**src/rtl/mips_muldiv_unit.sv**
```systemverilog
// Iterative multiply/divide unit with architectural HI/LO registers.
// Signed operands are reduced to magnitudes at start. The datapath then runs
// unsigned shift-add multiply or restoring division, STEPS_PER_CYCLE radix-2
// steps per clock. Sign correction and the HI/LO write happen in FINISH.
//
// state  | meaning
// IDLE   | waiting; accepts MULT/DIV starts and performs MTHI/MTLO
// RUN    | iterating, cnt_q counts N down to 1
// FINISH | sign correction, HI/LO write, done pulse
module mips_muldiv_unit #(
    parameter int WIDTH           = 32,
    parameter int STEPS_PER_CYCLE = 1
) (
    input  logic             clk,
    input  logic             reset,
    input  logic             start,
    input  logic [2:0]       op,
    input  logic [WIDTH-1:0] operand_a,
    input  logic [WIDTH-1:0] operand_b,
    input  logic             cancel,
    output logic             busy,
    output logic             done,
    output logic             div_by_zero,
    output logic [WIDTH-1:0] hi,
    output logic [WIDTH-1:0] lo
);

    localparam int N  = WIDTH / STEPS_PER_CYCLE;
    localparam int CW = $clog2(N + 1);

    typedef enum logic [1:0] {S_IDLE, S_RUN, S_FINISH} state_t;

    state_t             state_q, state_d;
    logic [CW-1:0]      cnt_q, cnt_d;
    logic [WIDTH:0]     acc_q, acc_d;       // multiply high half / division remainder
    logic [WIDTH-1:0]   qr_q, qr_d;         // multiplier bits / quotient bits
    logic [WIDTH-1:0]   m_q, m_d;           // multiplicand / divisor magnitude
    logic               is_div_q, is_div_d;
    logic               neg_res_q, neg_res_d;
    logic               neg_rem_q, neg_rem_d;
    logic               zero_q, zero_d;
    logic [WIDTH-1:0]   hi_q, hi_d, lo_q, lo_d;
    logic               busy_q, busy_d, done_q, done_d, flag_q, flag_d;

    logic               accept_md, accept_mv, signed_op, a_neg, b_neg;
    logic [WIDTH-1:0]   a_mag, b_mag, qr_t, quo, rem;
    logic [WIDTH:0]     acc_t, diff_t;
    logic [2*WIDTH-1:0] prod, prod_s;

    // Next-state, iteration datapath and result formatting.
    always_comb begin
        state_d   = state_q;
        cnt_d     = cnt_q;
        acc_d     = acc_q;
        qr_d      = qr_q;
        m_d       = m_q;
        is_div_d  = is_div_q;
        neg_res_d = neg_res_q;
        neg_rem_d = neg_rem_q;
        zero_d    = zero_q;
        hi_d      = hi_q;
        lo_d      = lo_q;
        done_d    = 1'b0;
        flag_d    = 1'b0;

        accept_md = start && !cancel && (op <= 3'd3);
        accept_mv = start && !cancel && (op == 3'd4 || op == 3'd5);
        signed_op = !op[0];
        a_neg     = signed_op && operand_a[WIDTH-1];
        b_neg     = signed_op && operand_b[WIDTH-1];
        a_mag     = a_neg ? -operand_a : operand_a;
        b_mag     = b_neg ? -operand_b : operand_b;

        acc_t  = acc_q;
        qr_t   = qr_q;
        diff_t = '0;
        for (int s = 0; s < STEPS_PER_CYCLE; s++) begin
            if (is_div_q) begin
                acc_t  = {acc_t[WIDTH-1:0], qr_t[WIDTH-1]};
                qr_t   = {qr_t[WIDTH-2:0], 1'b0};
                diff_t = acc_t - {1'b0, m_q};
                if (!diff_t[WIDTH]) begin
                    acc_t   = diff_t;
                    qr_t[0] = 1'b1;
                end
            end else begin
                if (qr_t[0]) begin
                    acc_t = acc_t + {1'b0, m_q};
                end
                qr_t  = {acc_t[0], qr_t[WIDTH-1:1]};
                acc_t = acc_t >> 1;
            end
        end

        prod   = {acc_q[WIDTH-1:0], qr_q};
        prod_s = neg_res_q ? -prod : prod;
        quo    = zero_q ? '1 : (neg_res_q ? -qr_q : qr_q);
        rem    = neg_rem_q ? -acc_q[WIDTH-1:0] : acc_q[WIDTH-1:0];

        unique case (state_q)
            S_IDLE: begin
                if (accept_md) begin
                    state_d   = S_RUN;
                    cnt_d     = CW'(N);
                    acc_d     = '0;
                    is_div_d  = op[1];
                    neg_res_d = a_neg ^ b_neg;
                    neg_rem_d = op[1] && a_neg;
                    zero_d    = op[1] && (operand_b == '0);
                    qr_d      = op[1] ? a_mag : b_mag;
                    m_d       = op[1] ? b_mag : a_mag;
                end else if (accept_mv) begin
                    if (op[0]) lo_d = operand_a;
                    else       hi_d = operand_a;
                end
            end
            S_RUN: begin
                if (cancel) begin
                    state_d = S_IDLE;
                end else begin
                    acc_d = acc_t;
                    qr_d  = qr_t;
                    cnt_d = cnt_q - CW'(1);
                    if (cnt_q == CW'(1)) state_d = S_FINISH;
                end
            end
            S_FINISH: begin
                state_d = S_IDLE;
                if (!cancel) begin
                    done_d = 1'b1;
                    if (is_div_q) begin
                        hi_d   = rem;
                        lo_d   = quo;
                        flag_d = zero_q;
                    end else begin
                        hi_d = prod_s[2*WIDTH-1:WIDTH];
                        lo_d = prod_s[WIDTH-1:0];
                    end
                end
            end
            default: state_d = S_IDLE;
        endcase

        busy_d = (state_d != S_IDLE);
    end

    // State, datapath and output registers.
    always_ff @(posedge clk or negedge reset) begin
        if (!reset) begin
            state_q   <= S_IDLE;
            cnt_q     <= '0;
            acc_q     <= '0;
            qr_q      <= '0;
            m_q       <= '0;
            is_div_q  <= 1'b0;
            neg_res_q <= 1'b0;
            neg_rem_q <= 1'b0;
            zero_q    <= 1'b0;
            hi_q      <= '0;
            lo_q      <= '0;
            busy_q    <= 1'b0;
            done_q    <= 1'b0;
            flag_q    <= 1'b0;
        end else begin
            state_q   <= state_d;
            cnt_q     <= cnt_d;
            acc_q     <= acc_d;
            qr_q      <= qr_d;
            m_q       <= m_d;
            is_div_q  <= is_div_d;
            neg_res_q <= neg_res_d;
            neg_rem_q <= neg_rem_d;
            zero_q    <= zero_d;
            hi_q      <= hi_d;
            lo_q      <= lo_d;
            busy_q    <= busy_d;
            done_q    <= done_d;
            flag_q    <= flag_d;
        end
    end

    assign busy        = busy_q;
    assign done        = done_q;
    assign div_by_zero = flag_q;
    assign hi          = hi_q;
    assign lo          = lo_q;

endmodule

```
**config.mk**
```make
export PLATFORM = sky130hd
export DESIGN_NAME = mips_muldiv_unit
export DESIGN_NICKNAME = d
export VERILOG_FILES = /design/src/rtl/mips_muldiv_unit.sv
export SDC_FILE = /design/constraint.sdc
export NUM_CORES = 1
export LEC_CHECK = 0
export CAP_MARGIN = 0
export CORE_MARGIN = 2
export CORE_UTILIZATION = 25
export CTS_BUF_LIST = sky130_fd_sc_hd__clkbuf_16
export DETAILED_ROUTE_END_ITERATION = 16
export SYNTH_ARGS = -nofsm -noshare
export SYNTH_HDL_FRONTEND = slang
export SYNTH_SLANG_ARGS = --single-unit
export TNS_END_PERCENT = 30
```
**constraint.sdc**
```tcl
create_clock -name clk -period 11.7 [get_ports clk]
set_input_delay 1.17 -clock clk [delete_from_list [all_inputs] [get_ports clk]]
set_output_delay 1.17 -clock clk [all_outputs]
set_load 0.01 [all_outputs]
```
==> results of run 1 <==
==> power by group through the flow <==
| stage | clock, mW | combinational [mW] | sequential [mW] |
|---|---|---|---|
| 3_3_place_gp | 0 | 2.65 | 1.14 |
| 2_1_floorplan | 0 | 1.96 | 0.991 |
| 3_5_place_dp | 0 | 2.65 | 1.15 |
| 4_1_cts | 0.600 | 2.66 | 1.14 |
| 6_report | 0.595 | 2.70 | 1.14 |
| 5_1_grt | 0.624 | 2.96 | 1.17 |
==> cell usage in the layout, fill, tap and decap left out, drive strengths merged, types with 69 or more instances in the layout <==
master / n
inv: 69
dfrtp: 176
xor2: 69
xnor2: 95
clkdlybuf4s50: 135
nor2: 189
ha: 71
a21oi: 173
nor3: 73
nand2: 223
o21ai: 186
==> metal layers <==
metal / share of wire / global-route usage / vias up
met4: 0.047 / 0.0877 / 18
met1: 0.43 / 0.257 / 7924
li1: - / - / 7610
met5: 0.0017 / 0 / -
met3: 0.077 / 0.0386 / 145
met2: 0.44 / 0.299 / 672
==> worst max-delay path by stage <==
stage | start | cells past startpoint | to | slack [ps]
2_1_floorplan | acc_q[12]$_DFFE_PN0P_ | 17 | acc_q[3]$_DFFE_PN0P_ | 7920
3_5_place_dp | acc_q[0]$_DFFE_PN0P_ | 18 | acc_q[28]$_DFFE_PN0P_ | 6560
6_report | acc_q[0]$_DFFE_PN0P_ | 17 | acc_q[27]$_DFFE_PN0P_ | 6320
3_3_place_gp | acc_q[0]$_DFFE_PN0P_ | 17 | acc_q[27]$_DFFE_PN0P_ | 6650
4_1_cts | acc_q[0]$_DFFE_PN0P_ | 18 | acc_q[28]$_DFFE_PN0P_ | 6430
5_1_grt | acc_q[0]$_DFFE_PN0P_ | 18 | acc_q[28]$_DFFE_PN0P_ | 5930
==> per-stage QoR <==
step / std cells / cell area, um2 / util / hold WS [ps]
after detailed placement: 2925 / 17900 / 0.284 / 470
after floorplan: 2080 / 15900 / - / 449
after global routing: 2958 / 18500 / 0.294 / 519
after global placement: 2925 / 17900 / 0.284 / 460
after CTS: 2957 / 18400 / 0.294 / 486
final: 2958 / 18500 / 0.294 / 478
==> cell families after synthesis <==
kind of cell / synth area share
compound gates: 0.269
buf+inv: 0.0547
simple gates: 0.206
mux: 0.0435
xor+xnor: 0.0906
fa+ha+maj: 0.0585
flops: 0.278
==> registers in the layout (all words and copies together) (netlist names) <==
register,flops
lo,32
state_q,2
busy,1
cnt_q,6
acc_q,33
neg_res_q,1
zero_q,1
hi,32
qr_q,32
is_div_q,1
div_by_zero,1
neg_rem_q,1
m_q,32
done,1
==> final cells by class <==
class                           instances  area (um2)
Clock buffer                           17         425
Multi-Input combinational cell       1676       10600
Fill cell                            6893       44400
Sequential cell                       176        4410
Timing Repair Buffer                  158        1530
Clock inverter                         15         156
Tap cell                              846        1060
Inverter                               69         259
Antenna cell                            1        2.50
==> worst max-delay path, stage by stage, from the launching register on <==
cell and delay [ps]:
dfrtp_1 510, clkinv_1 310, fa_1 530, nor2b_1 190, o2111ai_1 150, a21oi_1 340, o21a_1 280, o211ai_1 170
a21boi_0 330, o21ai_0 130, a21oi_1 150, ha_1 140, buf_4 440, clkinv_1 470, nor2_1 500, nand2_1 90
mux2_2 270, a32o_1 240
==> impl_metrics.py, run 1 <==
metrics = {
    "run_status": {
        "run_status": "completed",
    },
    "sta": {
        "clock_skew_ps": 15.1,
        "fmax_ghz": 0.186,
        "worst_pin_slew_ps": 1290,
        "max_slew_margin": 0.141,
        "fin_ws_ps": 6320,
        "tns_ps": 0,
        "hold_viol": 0,
        "setup_viol": 0,
        "fin_crit_ps": 5380,
        "rsz0062_at_grt": "no",
        "maxSlewViolCount": 0,
        "timing.final.crit_share": 0.460,
    },
    "power_and_ir_drop": {
        "intPower_mw": 2.21,
        "p_leak_nw": 7.21,
        "swShare": 0.501,
        "finalPower_mw": 4.44,
        "pwr-share-seq": 0.257,
        "power.density_nw_per_um2": 240,
        "vdd_drop_max_uv": 123,
        "switchingPower_mw": 2.22,
        "p_comb_frac": 0.608,
        "clockPowerShare": 0.134,
    },
    "cells_and_area": {
        "drive_above_1_share": 0.0464,
        "final_nets": 2242,
        "synthToLayoutAreaGrowth_pct": 16.3,
    },
    "run": {
        "maxCapViolCount": 0,
    },
    "logic_synthesis": {
        "synth-edff-count": 0,
        "synthCells": 2080,
        "yosysMostFrequentCell": "nand2_1",
        "ys_async_sr_fraction": 1.00,
        "synth_seq_cells": 176,
        "synth-seq-area-share": 0.278,
        "ys_types": 78,
        "syn_area_per_cell_um2": 7.62,
        "synth_fp_nets": 2224,
        "synth_top_flop_cell": "dfrtp_1",
        "synth.top_cell.area_share": 0.278,
        "netlist.top_cell.by_area": "dfrtp_1",
        "synth_top_cells_by_count": "223 x nand2_1, 189 x nor2_1, 186 x o21ai_0, 176 x dfrtp_1, 173 x a21oi_1",
        "synth.cell_area_um2": 15900,
        "synthTopCellsByArea": "dfrtp_1 28%, o21ai_0 5.9%, ha_1 5.6%",
        "ys_warn_count": 0,
    },
    "clock_tree": {
        "cts_buffer_depth": 2,
        "cts_tree": "yes",
        "cts_root_buf": "clkbuf_16",
        "clkSlewWorstSetupHoldPaths_ps": 80,
        "cts.sinks": 176,
        "insertion_delay_ps": 470,
        "post_cts.repair.setup_buffers": 0,
        "cts_hold_buffers": 0,
        "cts_buffers": 17,
        "cts.htree.levels": 4,
        "cts_resized": 0,
    },
    "routing": {
        "drcViolationCount": 0,
        "vias": 16369,
        "via_per_inst": 5.53,
        "postRouteAntennaNets": 0,
        "drtIter0Drc": 1941,
        "wl_per_cell_um": 22.0,
        "drt-total-wl_um": 64900,
        "dr.pass1.iters": 7,
    },
    "die": {
        "dieArea_um2": 65500,
        "die_w_um": 256,
        "io_pins": 138,
        "initial_core_util": 0.252,
        "core_um2": 62900,
        "die_h_um": 256,
        "row_count": 92,
    },
    "min_path": {
        "min_from": "hi[27]$_DFFE_PN0P_",
        "whs_endpoint": "hi[27]$_DFFE_PN0P_",
        "hold_path_depth": 2,
        "hp-class": "register to register",
    },
    "grt": {
        "grt_pass1_vias": 15232,
        "grt_start_max_net_pins": 80,
        "grt_overflow_total": 0,
        "grt_pass1_wl_um": 97600,
        "antenna_found_initial": 10,
        "grt_usage": 0.193,
    },
    "placed_design": {
        "dpl.hpwl_um": 49200,
        "post-place-ws_ps": 6560,
        "gp_congestion": 0.987,
        "io_buffers": 137,
    },
    "critical_path": {
        "startpoint_type": "register",
        "r2r_setup_slack_ps": 6320,
        "cp.required_ps": 12050,
        "r2r_cells": 17,
        "path_class": "register to register",
        "crit_fanout": 41,
        "r2r-end": "acc_q[27]$_DFFE_PN0P_",
        "crit_arrival_ps": 5730,
        "end_kind": "register",
        "reg2reg_from": "acc_q[0]$_DFFE_PN0P_",
    },
}
Note: power is estimated with default switching activity, not from simulation.
==> run 2: changes to the inputs <==
Clock period 11.7 ns to 5 ns, I/O delays scaled along.
==> run 2 against run 1 <==
Against the previous run:
- clock skew down 2.7 ps
- non-clock buffer count up 29
- final area up 1.5%
- wire length down 0.61%
- sequential power up 120%
- via count up 0.34%
- maximum frequency up 17%
- final cell count up 1.0%
- core utilization up 0.45 points
- combinational power up 140%
- register-to-register slack worse by 5900 ps
- critical endpoint unchanged
- largest cell class unchanged
- largest power group unchanged
==> impl_metrics.py, run 2 (synthesized netlist as in run 1, its figures left out) <==
metrics = {
    "run_status": {
        "run_status": "completed",
    },
    "cells_and_area": {
        "final_nets": 2271,
        "utilization": 0.298,
        "synthToLayoutAreaGrowth_pct": 18.1,
        "final_cell_mix": "223 x nand2_1, 188 x nor2_1, 186 x o21ai_0, 175 x dfrtp_1, 172 x a21oi_1",
        "largest_reg_flops": 33,
        "instances_no_fill": 2989,
        "largest-register": "acc_q",
        "drive_above_1_share": 0.0589,
        "layout_commonest_cell": "nand2_1",
    },
    "sta": {
        "hold_viol": 0,
        "maxSlewViolCount": 0,
        "fin_crit_ps": 4610,
        "setup_viol": 0,
        "fmax_ghz": 0.217,
        "clock_skew_ps": 12.4,
        "tns_ps": 0,
        "rsz0062_at_grt": "no",
        "worst_pin_slew_ps": 1180,
        "max_slew_margin": 0.210,
        "timing.final.crit_share": 0.922,
    },
    "critical_path": {
        "cp.required_ps": 5350,
        "r2r-end": "acc_q[27]$_DFFE_PN0P_",
        "end_kind": "register",
        "crit_path_max_incr_delay_ps": 470,
        "crit_fanout": 10,
        "path_delay_family": "compound AO/OA/AOI/OAI gates",
        "crit_arrival_ps": 4960,
        "path_class": "register to register",
        "startpoint_type": "register",
        "crit_path_start": "qr_q[31]$_DFFE_PN0P_",
        "endpoint": "acc_q[27]$_DFFE_PN0P_",
        "cp.depth": 17,
        "r2r_setup_slack_ps": 390,
        "path_cells": "inv_1, ha_1, fa_1, nor2b_1, o2111ai_1, a21oi_1, o21a_1, o211ai_1, a21boi_0, o21ai_0, a21oi_1, ha_1, clkinv_1, nor2_1, nand2_1, mux2_2, a32o_1",
        "path_buf_inv": 2,
        "crit_slowest_cell": "nor2_1",
        "r2r_cells": 17,
        "reg2reg_from": "qr_q[31]$_DFFE_PN0P_",
    },
    "grt": {
        "grt_overflow_total": 0,
        "grt_pass1_wl_um": 96100,
        "busiest_layer": "met2",
        "grt_start_max_net_pins": 98,
        "grt_usage": 0.191,
        "gr-usage-met2": 0.297,
        "antenna_found_initial": 13,
        "grt_pass1_vias": 14976,
        "grtUsageMet1": 0.255,
        "grtUsageMet3": 0.0398,
    },
    "die": {
        "row_count": 92,
        "core_um2": 62900,
        "dieArea_um2": 65500,
        "die_w_um": 256,
        "io_pins": 138,
        "die_h_um": 256,
        "initial_core_util": 0.252,
    },
    "power_and_ir_drop": {
        "p_leak_nw": 7.40,
        "finalPower_mw": 10.6,
        "power.density_nw_per_um2": 566,
        "vdd_drop_max_uv": 335,
    },
    "routing": {
        "wl_per_cell_um": 21.6,
        "dr.pass1.iters": 6,
        "drcViolationCount": 0,
        "vias": 16424,
        "postRouteAntennaNets": 0,
        "via_per_inst": 5.49,
        "drtIter0Drc": 1677,
        "drt-total-wl_um": 64500,
    },
    "clock_tree": {
        "clkSlewWorstSetupHoldPaths_ps": 80,
        "cts_hold_buffers": 0,
        "cts.htree.levels": 4,
        "cts_tree": "yes",
        "insertion_delay_ps": 470,
        "cts.sinks": 176,
        "cts_resized": 0,
        "cts_buffer_depth": 2,
        "cts_buffers": 17,
        "post_cts.repair.setup_buffers": 0,
        "cts_root_buf": "clkbuf_16",
    },
    "placed_design": {
        "io_buffers": 137,
        "dpl.hpwl_um": 49400,
        "place_inst": 2953,
        "gp_congestion": 0.962,
    },
    "min_path": {
        "hp-class": "input pin to asynchronous set/reset pin",
    },
    "run": {
        "maxCapViolCount": 0,
    },
}
## run 2: layer usage
metal  wire length (um)  share of wire  vias up
li1                   -              -     7669
met1              27300           0.42     7800
met2              28700           0.45      786
met3               5570          0.086      151
met4               2850          0.044       18
met5                111         0.0017        -
## run 2: worst min-delay path by stage
stage | start | endpoint | slack [ps]
after detailed placement | hi[23]$_DFFE_PN0P_ | hi[23]$_DFFE_PN0P_ | 470
after global placement | hi[23]$_DFFE_PN0P_ | hi[23]$_DFFE_PN0P_ | 460
after CTS | reset | lo[23]$_DFFE_PN0P_ | 160
after global routing | reset | lo[23]$_DFFE_PN0P_ | 200
final | reset | lo[23]$_DFFE_PN0P_ | 100
after floorplan | reset | acc_q[0]$_DFFE_PN0P_ | 200
## run 2: power by group
| group | leakage, nW | internal (mW) | switching (mW) |
|---|---|---|---|
| Clock | 0.308 | 0.843 | 0.669 |
| Combinational | 4.91 | 2.74 | 3.87 |
| Sequential | 2.19 | 1.87 | 0.616 |
## run 2: layout make-up
type                       count  area (um2)
tap                          846        1060
inverter                      69         259
fill                        6894       44100
sequential                   176        4410
multi-input combinational   1676       10600
clock buffer                  17         425
timing repair buffer         187        1760
antenna                        3        7.51
clock inverter                15         201
## run 2: through the flow
step / hold slack, ps / area [um2] / worst slack, ps
3_3_place_gp: 461 / 18100 / 573
2_1_floorplan: 204 / 15900 / 1220
3_5_place_dp: 468 / 18100 / 477
5_1_grt: 195 / 18700 / 141
6_report: 99.6 / 18700 / 391
4_1_cts: 164 / 18700 / 460
